==> config.mk <==
export PLATFORM = sky130hd
export DESIGN_NAME = sram22_req_adapter
export DESIGN_NICKNAME = d
export VERILOG_FILES = /design/src/rtl/sram22_req_adapter.sv
export SDC_FILE = /design/constraint.sdc
export NUM_CORES = 1
export LEC_CHECK = 0
export ABC_AREA = 1
export CAP_MARGIN = 20
export CORE_MARGIN = 4
export CORE_UTILIZATION = 38
export DETAILED_ROUTE_END_ITERATION = 6
export HOLD_SLACK_MARGIN = 0.08
export PLACE_DENSITY_LB_ADDON = 0.12
export SLEW_MARGIN = 20
export SYNTH_ARGS = -nofsm -noshare
export SYNTH_HDL_FRONTEND = slang
export SYNTH_SLANG_ARGS = --single-unit
==> constraint.sdc <==
create_clock -name clk -period 3.1 [get_ports clk]
set_input_delay 0.31 -clock clk [delete_from_list [all_inputs] [get_ports clk]]
set_output_delay 0.31 -clock clk [all_outputs]
set_load 0.01 [all_outputs]
==> src/rtl/sram22_req_adapter.sv <==
// sram22_req_adapter
// Bridges a valid/ready request channel onto a single-port SRAM22 macro and
// returns read data through a 2-entry response FIFO. The macro's dout is only
// valid in the cycle right after a read, so it is captured then and held in
// the FIFO until the consumer takes it.
// Optional feature: define SRAM22_WR_RESP_EN to return an acknowledge entry
// (resp_wr=1, resp_data=0) for every write, ordered with read responses.
module sram22_req_adapter #(
    parameter int DATA_WIDTH  = 32,
    parameter int ADDR_WIDTH  = 6,
    parameter int WMASK_WIDTH = 1
) (
    input  logic                   clk,
    input  logic                   rst,
    input  logic                   req_valid,
    output logic                   req_ready,
    input  logic                   req_we,
    input  logic [WMASK_WIDTH-1:0] req_wmask,
    input  logic [ADDR_WIDTH-1:0]  req_addr,
    input  logic [DATA_WIDTH-1:0]  req_din,
    output logic                   resp_valid,
    input  logic                   resp_ready,
    output logic [DATA_WIDTH-1:0]  resp_data,
    output logic                   resp_wr,
    output logic                   sram_we,
    output logic [WMASK_WIDTH-1:0] sram_wmask,
    output logic [ADDR_WIDTH-1:0]  sram_addr,
    output logic [DATA_WIDTH-1:0]  sram_din,
    input  logic [DATA_WIDTH-1:0]  sram_dout
);

    logic                  fire;
    logic                  pop;
    logic                  push;
    logic                  push_wr;
    logic [DATA_WIDTH-1:0] push_data;
    logic                  pend;
    logic                  pend_wr;
    logic [1:0]            occ;
    logic                  wr_ptr;
    logic                  rd_ptr;
    logic [2:0]            need;
    logic [DATA_WIDTH-1:0] fifo_data [2];

    assign fire = req_valid && req_ready;
    assign pop  = resp_valid && resp_ready;

`ifdef SRAM22_WR_RESP_EN
    // Every accepted request, read or write, lands in the FIFO one edge later.
    assign push      = pend;
    assign push_wr   = pend_wr;
    assign push_data = pend_wr ? '0 : sram_dout;
`else
    // Only reads produce a response; a pending write holds no FIFO slot.
    assign push      = pend && !pend_wr;
    assign push_wr   = 1'b0;
    assign push_data = sram_dout;
`endif

    // Occupancy after the next edge if one more request were accepted now must
    // leave room for that request's own push, so the FIFO can never overflow.
    assign need      = {1'b0, occ} + {2'b00, push} - {2'b00, pop};
    assign req_ready = (need <= 3'd1);

    // The macro sees the request directly; writes are suppressed during reset.
    assign sram_we    = fire && req_we && !rst;
    assign sram_wmask = sram_we ? req_wmask : '0;
    assign sram_addr  = req_addr;
    assign sram_din   = req_din;

    assign resp_valid = (occ != 2'd0);
    assign resp_data  = fifo_data[rd_ptr];

    // Remember what was accepted this edge so its response is captured next edge.
    always_ff @(posedge clk or posedge rst) begin
        if (rst) begin
            pend    <= 1'b0;
            pend_wr <= 1'b0;
        end else begin
            pend    <= fire;
            pend_wr <= fire && req_we;
        end
    end

    // Response FIFO storage, pointers and occupancy; push and pop may coincide.
    always_ff @(posedge clk or posedge rst) begin
        if (rst) begin
            occ          <= 2'd0;
            wr_ptr       <= 1'b0;
            rd_ptr       <= 1'b0;
            fifo_data[0] <= '0;
            fifo_data[1] <= '0;
        end else begin
            if (push) begin
                fifo_data[wr_ptr] <= push_data;
                wr_ptr            <= ~wr_ptr;
            end
            if (pop) begin
                rd_ptr <= ~rd_ptr;
            end
            occ <= occ + {1'b0, push} - {1'b0, pop};
        end
    end

`ifdef SRAM22_WR_RESP_EN
    logic fifo_wr [2];

    // Per-entry write-ack flag travelling alongside the data.
    always_ff @(posedge clk or posedge rst) begin
        if (rst) begin
            fifo_wr[0] <= 1'b0;
            fifo_wr[1] <= 1'b0;
        end else if (push) begin
            fifo_wr[wr_ptr] <= push_wr;
        end
    end

    assign resp_wr = fifo_wr[rd_ptr];
`else
    assign resp_wr = push_wr;
`endif

endmodule

* Yosys cells after proc, flatten, opt, wreduce, memory -nomap -nowiden
Cells that the tools add are included.
** Storage, ports and cells
- Bits in registers :: 70
- Input bits :: 76
- Output and inout bits :: 75
- Logic and storage cells :: 35
** Operators by class
- Add/sub/neg operators :: 4
- Magnitude comparators :: 4
- Muxes and demuxes :: 7
- Bitwise gates (word level) :: 4
- Reduce and logical (&&, ||, !) cells :: 9
** Operator list (number)
- $mux 32 :: 4
- $bwmux 64 :: 1
- $demux 32 s1 :: 1
- $logic_and 1x1->1 :: 6
- $ge 2x2->1 const B :: 2
- $not 1->2 :: 2
- $add 2x1->3 :: 1
- $le 3x1->1 const B :: 1
- $sub 3x1->3 :: 1
- $add 2x1->2 :: 1
- $logic_not 1->1 :: 2
- $lt 2x1->1 const B :: 1
- $not 1->1 :: 2
- $reduce_bool 2->1 :: 1
- $sub 2x1->2 :: 1
- $mux 1 :: 1

* Longest topological paths before layout
Gate-level depths: netlist of run 1.
- Depth after elaboration :: 9
- Gate-level depth with buffers :: 13
- Mapped depth without buffers :: 13

* Worst setup path after synthesis of run 1
No wires, ideal clock.
- Path type :: reg-to-output
- From :: register occ[1]
- To :: output sram_wmask
- Data arrival time :: 2353 ps
- Required time :: 2790 ps
- Slack :: 437 ps
- Stages on the path, launching flop included :: 14
- Path buffers :: 0
- Path through :: dfrtp_1 > inv_1 > nand2_1 > nand2_1 > inv_1 > ha_1 > inv_1 > ha_1 > fa_1 > inv_1 > nand2_1 > nor2_1 > nand4_1 > nor2_1
** Between the ends
- Cells in the longest elaborated chain, start to end :: 8
- Elaborated cells between the ends (all ways) :: 9
- Those cells by class :: 2 x add/sub; 1 x order compare; 1 x mux; 5 x reduce/logical
** Ends and longest elaborated chain
- start: declaration :: line 39 : logic [1:0] occ;
- start signal: assignment :: line 101 : occ <= occ + {1'b0, push} - {1'b0, pop};
- $reduce_bool 2->1 :: line 71 : assign resp_valid = (occ != 2'd0);
- via resp_valid :: line 21 : output logic resp_valid,
- $logic_and 1x1->1 :: line 46 : assign pop = resp_valid && resp_ready;
- via pop :: line 33 : logic pop;
- $sub 3x1->3 :: line 62 : assign need = {1'b0, occ} + {2'b00, push} - {2'b00, pop};
- via need[1] :: line 42 : logic [2:0] need;
- $le 3x1->1 :: line 63 : assign req_ready = (need <= 3'd1);
- via req_ready :: line 16 : output logic req_ready,
- $logic_and 1x1->1 :: line 45 : assign fire = req_valid && req_ready;
- $logic_and 1x1->1 (2 in a row) :: line 66 : assign sram_we = fire && req_we && !rst;
- $mux 1 :: line 67 : assign sram_wmask = sram_we ? req_wmask : '0;
- end: declaration :: line 26 : output logic [WMASK_WIDTH-1:0] sram_wmask,
The timed path passes the listed nets, and every way through them passes these cells.

* Worst setup path in the final report of run 1
- From :: register occ[1]
- To :: output req_ready
** Between the ends
- Cells in the longest elaborated chain, start to end :: 4
- Elaborated cells between the ends (all ways) :: 5
- Those cells by class :: 2 x add/sub; 1 x order compare; 2 x reduce/logical
** Ends and longest elaborated chain (line)
- $reduce_bool 2->1 :: 71
- $logic_and 1x1->1 :: 46
- via pop :: 33
- $sub 3x1->3 :: 62
- via need[1] :: 42
- $le 3x1->1 :: 63
- end: declaration :: 16
The timed path passes the listed nets, and every way through them passes these cells.

==> results of run 1 <==
-- worst max path at each step --
stage	from	endpoint	slack [ns]	depth (start not counted)
6_report	occ[1]	req_ready	0.24	13
5_1_grt	occ[1]	req_ready	0.04	13
4_1_cts	occ[1]	sram_wmask	0.04	14
3_5_place_dp	resp_ready	sram_wmask	-0.01	13
3_3_place_gp	resp_ready	sram_wmask	0.03	13
2_1_floorplan	occ[1]	sram_wmask	0.44	13
-- per-layer routing --
layer	share of wire (%)	routed length, um	vias to the layer above
li1	-	-	1291
met1	48	3330	1148
met2	44	3050	94
met3	7.2	505	10
met4	1.2	81	0
met5	0	0	-
-- timing repair --
item,4_1_cts,5_1_grt
endpoints found under the setup margin,3,3
hold endpoints to repair,0,0
resized for setup,3,6
-- final cells by class --
class,instances,area (um2)
fillers,865,4730
clock inverters,2,10.0
well taps,108,135
multi-input cells,244,1140
flip-flops and latches,70,1750
inverters,46,173
repair buffers,79,764
clock buffers,11,151
-- tightest hold or removal path: stages (launching register included) --
cell and delay (ns):
dfrtp_1 0.34, nand2_1 0.06, o21ai_2 0.05
-- state kept, by name, indices dropped and copies added, names as in the netlist --
signal,flops
fifo_data,64
occ,2
pend,1
pend_wr,1
rd_ptr,1
wr_ptr,1
-- cells by family after synthesis --
logic type	Yosys count
buf+inv	105
simple gates	175
compound gates	64
xor+xnor	1
flops	70
other cells	1
fa+ha+maj	3
-- synth_stat cells, types with 2 or more instances --
library cell | n | area [um2]
nor2_1 | 4 | 15.0
nand2_1 | 168 | 631
ha_1 | 2 | 25.0
inv_1 | 45 | 169
buf_12 | 2 | 40.0
clkbuf_1 | 6 | 22.5
buf_6 | 4 | 45.0
o21ai_0 | 32 | 160
o21ai_1 | 9 | 45.0
dfrtp_1 | 70 | 1750
buf_4 | 39 | 293
o21ai_2 | 23 | 201
buf_2 | 7 | 35.0
-- power groups by stage --
stage | clock network, mW | logic (mW) | registers [mW]
after global placement | 0 | 2.16 | 1.59
after floorplan | 0 | 1.32 | 1.55
final | 0.613 | 2.13 | 1.59
after detailed placement | 0 | 2.17 | 1.60
after CTS | 0.648 | 2.17 | 1.59
after global routing | 0.686 | 2.40 | 1.65
-- stage by stage --
stage / hold WS, ns / setup WS, ns
3_5_place_dp: 0.467 / -0.0106
5_1_grt: 0.491 / 0.0394
3_3_place_gp: 0.464 / 0.0292
4_1_cts: 0.484 / 0.0410
2_1_floorplan: 0.416 / 0.437
6_report: 0.479 / 0.245
==> key figures, run 1 <==
Outcome
  • Status: complete, no violations

Worst setup path
  • Worst Path Required: 2.79 ns
  • Cell chain of the critical path: inv_2, nand2_1, nand2_1, inv_1, ha_1, inv_1, ha_1, fa_1, inv_1, nand2_1, nor2_2, buf_4, dlygate4sd2_1
  • CP arrival: 2.55 ns
  • Critical R2R Launch: occ[1]
  • Path type of the worst setup path: reg -> out
  • Flop-to-flop setup slack: 0.95 ns
  • Worst reg2reg endpoint: pend_wr
  • Crit path largest cell delay: 0.51 ns
  • R2R depth: 14
  • Critical path's top delay family: adder cells
  • Worst Setup End Kind: output pin
  • CP Launch Type: flip-flop
  • CP max-delay cell: fa_1
  • Crit Path Max Fanout: 3
  • CP Buf/Inv Count: 6

Route
  • Post-Route WL: 6.97 mm
  • DRT Pass-1 Iters: 4
  • Post-route ant nets: 0
  • DRC: 0
  • Via/cell ratio: 4.54
  • Vias: 2543
  • WL per Instance: 12.4 um
  • Detailed Route Iter0 Violations: 103

Logic synthesis
  • Largest family of logic cells by synthesized area: simple AND/OR/NAND/NOR gates
  • Mux cell area share after synthesis: 0%
  • Simple-Gate Fraction of Synth Area: 19.0%
  • Post-Synth Adder-Cell Area: 1.29%
  • Synth Area in Compound Gates: 11.6%
  • Dominant register cell in the synthesized netlist: dfrtp_1
  • Ys async rst share: 100%
  • Synthesized area per cell: 8.34 um2
  • Xor/xnor share of the synthesized area: 0.251%
  • Cell variety after synth: 21
  • Post-synth EDFFs: 0
  • Syn_nets: 498
  • Post-synthesis register bit count: 70
  • Register area share after synthesis: 50.1%
  • Yosys warns: 0
  • Post-Syn Area: 3490 um2
  • Post-Syn Instances: 419

STA
  • Slew headroom: 41.5%
  • Tmin final: 2.86 ns
  • Final period utilization: 92.1%
  • Final setup vio count: 0
  • Max Clock Freq: 350 MHz
  • Worst-Margin Slew: 0.877 ns
  • Fin Clk Skew: 0.00661 ns
  • Final Hold Fails: 0
  • Setup_tns: 0 ns
  • Pins Over Slew Limit: 0
  • RSZ-0062 raised after global routing: false

Pwr
  • Pwr Density: 1050 nW/um2
  • Overall power: 4.34 mW
  • Switching Share: 37.0%
  • Power share of the clock group: 14.1%
  • Sw Pwr: 1.60 mW
  • P_leak: 2.16 nW
  • Flop pwr share: 36.7%
  • Internal Pwr Total: 2.73 mW
  • Peak VDD IR: 0.000449 V
  • Comb pwr share: 49.2%

Global route
  • M1 GR Usage: 17.8%
  • Vias in the first global route: 2496
  • Largest net degree at the start of global routing: 71
  • Total GRT Usage: 13.3%
  • Met2 GRT Util: 20.2%
  • Top Usage Layer GRT: met2
  • Initial antenna violation count: 0
  • Total congestion overflow: 0
  • Global-route wire length before repair: 11.8 mm
  • Grt met3 use: 5.46%

Min path
  • Hold path start: fifo_data[57]
  • Worst Hold Path Cells: 2
  • Min-delay worst type: reg -> reg
  • Hold EP: fifo_data[57]

Floorplanning
  • # rows: 34
  • Die Y: 104 um
  • DIE WIDTH: 104 um
  • Core area: 8850 um2
  • Io pins: 151
  • Starting Density: 39.5%
  • Die area: 10800 um2

Run
  • MaxCap Viol Count: 0

Clock network
  • CTS H-Tree Depth: 3
  • Hold_buf cts: 0
  • Postcts setup bufs: 0
  • Clk slew on worst S/H paths: 0.07 ns
  • Root Buffer: clkbuf_8
  • Clock Sinks: 70
  • Max Buffers Root-to-Sink: 2
  • Total CTS buffers: 9
  • CTS tree: yes
  • Worst skew pair latency: 0.33 ns

Finish
  • Area grow syn2layout: 18.0%
  • Most common cell after layout, fill and taps aside: nand2_1
  • Layout Cells excl Fill: 560
  • Final Util: 46.6%
  • Commonest non-fill, non-tap cells in the layout: 168 x nand2_1, 70 x dfrtp_1, 70 x clkdlybuf4s50_1
  • Fin area: 4120 um2
  • Layout cell share with drive strength beyond 1: 10.8%
  • Layout Nets: 529
  • Antenna fix cells: 0

Placement
  • Gpl congestion: 0.687
  • Final HPWL DP: 4.48 mm
  • Placed Cells: 547
  • Area post-placement: 3960 um2
  • Number of I/O port buffers: 73
No activity file was read; power rests on OpenSTA's default activity.
==> run 2, diff against run 1 <==
GPL_ROUTABILITY_DRIVEN = 0   (was not set)
==> results of run 2 <==
The final DEF is identical to that of run 1; final timing and power are the same.
==> run 3, diff against run 2 <==
CORE_ASPECT_RATIO = 2   (was not set)
==> key figures, run 3 (synthesis results as in run 1) <==
Finish
  • Max FFs per register: 64 (unchanged)
  • Most common cell after layout, fill and taps aside: nand2_1
  • Top Registers: fifo_data x64, occ x2
  • Antenna fix cells: 0 (unchanged)
  • Layout Cells excl Fill: 555 (-0.89%)
  • Biggest register: fifo_data
  • Filler Cells Inserted: 913 (+5.5%)
  • Fin area: 4230 um2 (+2.6%)
  • Area grow syn2layout: 21.0%
  • Layout cell share with drive strength beyond 1: 10.8% (-0.024 points)
  • Commonest non-fill, non-tap cells in the layout: 168 x nand2_1, 70 x dfrtp_1, 70 x clkdlybuf4s50_1
  • Layout Nets: 529 (unchanged)

Floorplanning
  • # rows: 49 (+44%)
  • DIE WIDTH: 75.8 um (-27%)
  • Starting Density: 38.8% (-0.72 points)
  • Io pins: 151 (unchanged)
  • Die Y: 144 um (+38%)
  • Die area: 10900 um2 (+0.86%)
  • Core area: 9010 um2 (+1.9%)

Clock network
  • CTS tree: yes
  • Clk slew on worst S/H paths: 0.05 ns (-0.02 ns)
  • Max Buffers Root-to-Sink: 2 (unchanged)
  • Postcts setup bufs: 0 (unchanged)
  • Root Buffer: clkbuf_16
  • Total CTS buffers: 9 (unchanged)
  • Hold_buf cts: 0 (unchanged)
  • Post-cts resize count: 3 (unchanged)
  • Worst skew pair latency: 0.32 ns (about the same)
  • Clock Sinks: 70 (unchanged)
  • CTS H-Tree Depth: 3 (unchanged)

Run
  • MaxCap Viol Count: 0 (unchanged)

Worst setup path
  • CP arrival: 2.56 ns (about the same)
  • Worst Setup End Kind: output pin
  • Worst reg2reg endpoint: pend_wr
  • Crit Path Max Fanout: 3 (unchanged)
  • CP Launch Type: flip-flop
  • Path type of the worst setup path: reg -> out
  • R2R depth: 14 (unchanged)
  • Worst Path Required: 2.79 ns (about the same)
  • Flop-to-flop setup slack: 0.92 ns (-0.03 ns)
  • Critical R2R Launch: occ[1]

Pwr
  • Pwr Density: 1110 nW/um2 (+5.3%)
  • P_leak: 2.21 nW (+2.3%)
  • Overall power: 4.68 mW (+8.0%)
  • Peak VDD IR: 0.000609 V (+36%)

STA
  • Pins Over Slew Limit: 0 (unchanged)
  • Final Hold Fails: 0 (unchanged)
  • Fin Clk Skew: 0.00655 ns (-0.0000629 ns)
  • Hold slack: 0.480 ns (+0.000841 ns)
  • RSZ-0062 raised after global routing: false
  • Setup_tns: 0 ns (unchanged)
  • Final setup vio count: 0 (unchanged)
  • Worst-Margin Slew: 0.937 ns (+0.0596 ns)
  • Tmin final: 2.87 ns (+0.0124 ns)
  • Slew headroom: 37.5% (-4.0 points)
  • Final period utilization: 92.5% (+0.40 points)
  • Max Clock Freq: 349 MHz (-0.43%)

Route
  • Via/cell ratio: 4.65 (+2.3%)
  • Wl on met1: 2.91 mm (-13%)
  • DRC: 0 (unchanged)
  • Detailed Route Iter0 Violations: 147 (+43%)
  • Post-Route WL: 7.74 mm (+11%)
  • DRT Pass-1 Iters: 4 (unchanged)
  • WL met2: 3.93 mm (+29%)
  • Vias: 2579 (+1.4%)
  • Top routing layer in use: met4
  • Post-route ant nets: 0 (unchanged)
  • Wire length on met3: 428 um (-15%)
  • WL per Instance: 13.9 um (+12%)

Global route
  • Vias in the first global route: 2632 (+5.4%)
  • Total GRT Usage: 15.4% (+2.0 points)
  • Largest net degree at the start of global routing: 71 (unchanged)
  • Initial antenna violation count: 0 (unchanged)
  • Global-route wire length before repair: 12.6 mm (+6.4%)
  • Total congestion overflow: 0 (unchanged)

Placement
  • Area post-placement: 3960 um2 (-0.19%)
  • Number of I/O port buffers: 73 (unchanged)
  • Placed Cells: 541 (-1.1%)
  • Final HPWL DP: 5.17 mm (+15%)

Min path
  • Worst Hold Path Cells: 2 (unchanged)
  • Hold EP: fifo_data[39]
  • Min-delay worst type: reg -> reg
  • Hold path start: fifo_data[39]

Outcome
  • Status: complete, no violations
==> run 3: worst max path at each step <==
stage / slack [ns] / startpoint / to / cells past startpoint
detailed placement: -0.05 / resp_ready / sram_wmask / 13
global placement: 0.006 / resp_ready / sram_wmask / 13
floorplan: 0.44 / occ[1] / sram_wmask / 13
global route: 0.03 / occ[1] / sram_wmask / 14
finish: 0.23 / occ[1] / req_ready / 13
CTS: 0.03 / occ[1] / sram_wmask / 14
==> run 3: critical path, stage by stage (launching register included) <==
cell and delay [ns]:
dfrtp_1 0.40, inv_2 0.08, nand2_1 0.07, nand2_1 0.07, inv_1 0.05, ha_1 0.27, inv_1 0.04, ha_1 0.20
fa_1 0.50, inv_1 0.04, nand2_1 0.07, nor2_2 0.04, buf_4 0.13, dlygate4sd2_1 0.27
==> run 3: power by group <==
part           switching, mW  total [mW]  leakage (nW)  internal [mW]
Combinational           1.10        2.15          1.22           1.05
Sequential             0.228        1.60         0.851           1.37
Clock                  0.341       0.937         0.138          0.596
Total                   1.67        4.68          2.21           3.01
==> run 3: area by class of cell <==
type	count	area (um2)	area share [%]
clock buffer	13	270	6.39
clock inverter	1	5.00	0.118
inverter	46	173	4.08
multi-input combinational	244	1140	26.9
sequential	70	1750	41.4
tap	102	128	3.02
timing repair buffer	79	764	18.1
==> run 3: per-stage QoR <==
step	util [%]	worst slack, ns
floorplan	-	0.437
global placement	43.9	0.00616
detailed placement	43.9	-0.0474
CTS	46.9	0.0295
global route	46.9	0.0296
finish	46.9	0.232
==> run 3: metal layers <==
metal / up-vias / GRT usage [%]
li1: 1287 / -
met1: 1185 / 17.1
met2: 68 / 25.2
met3: 39 / 3.64
met4: 0 / 9.95
met5: - / 0
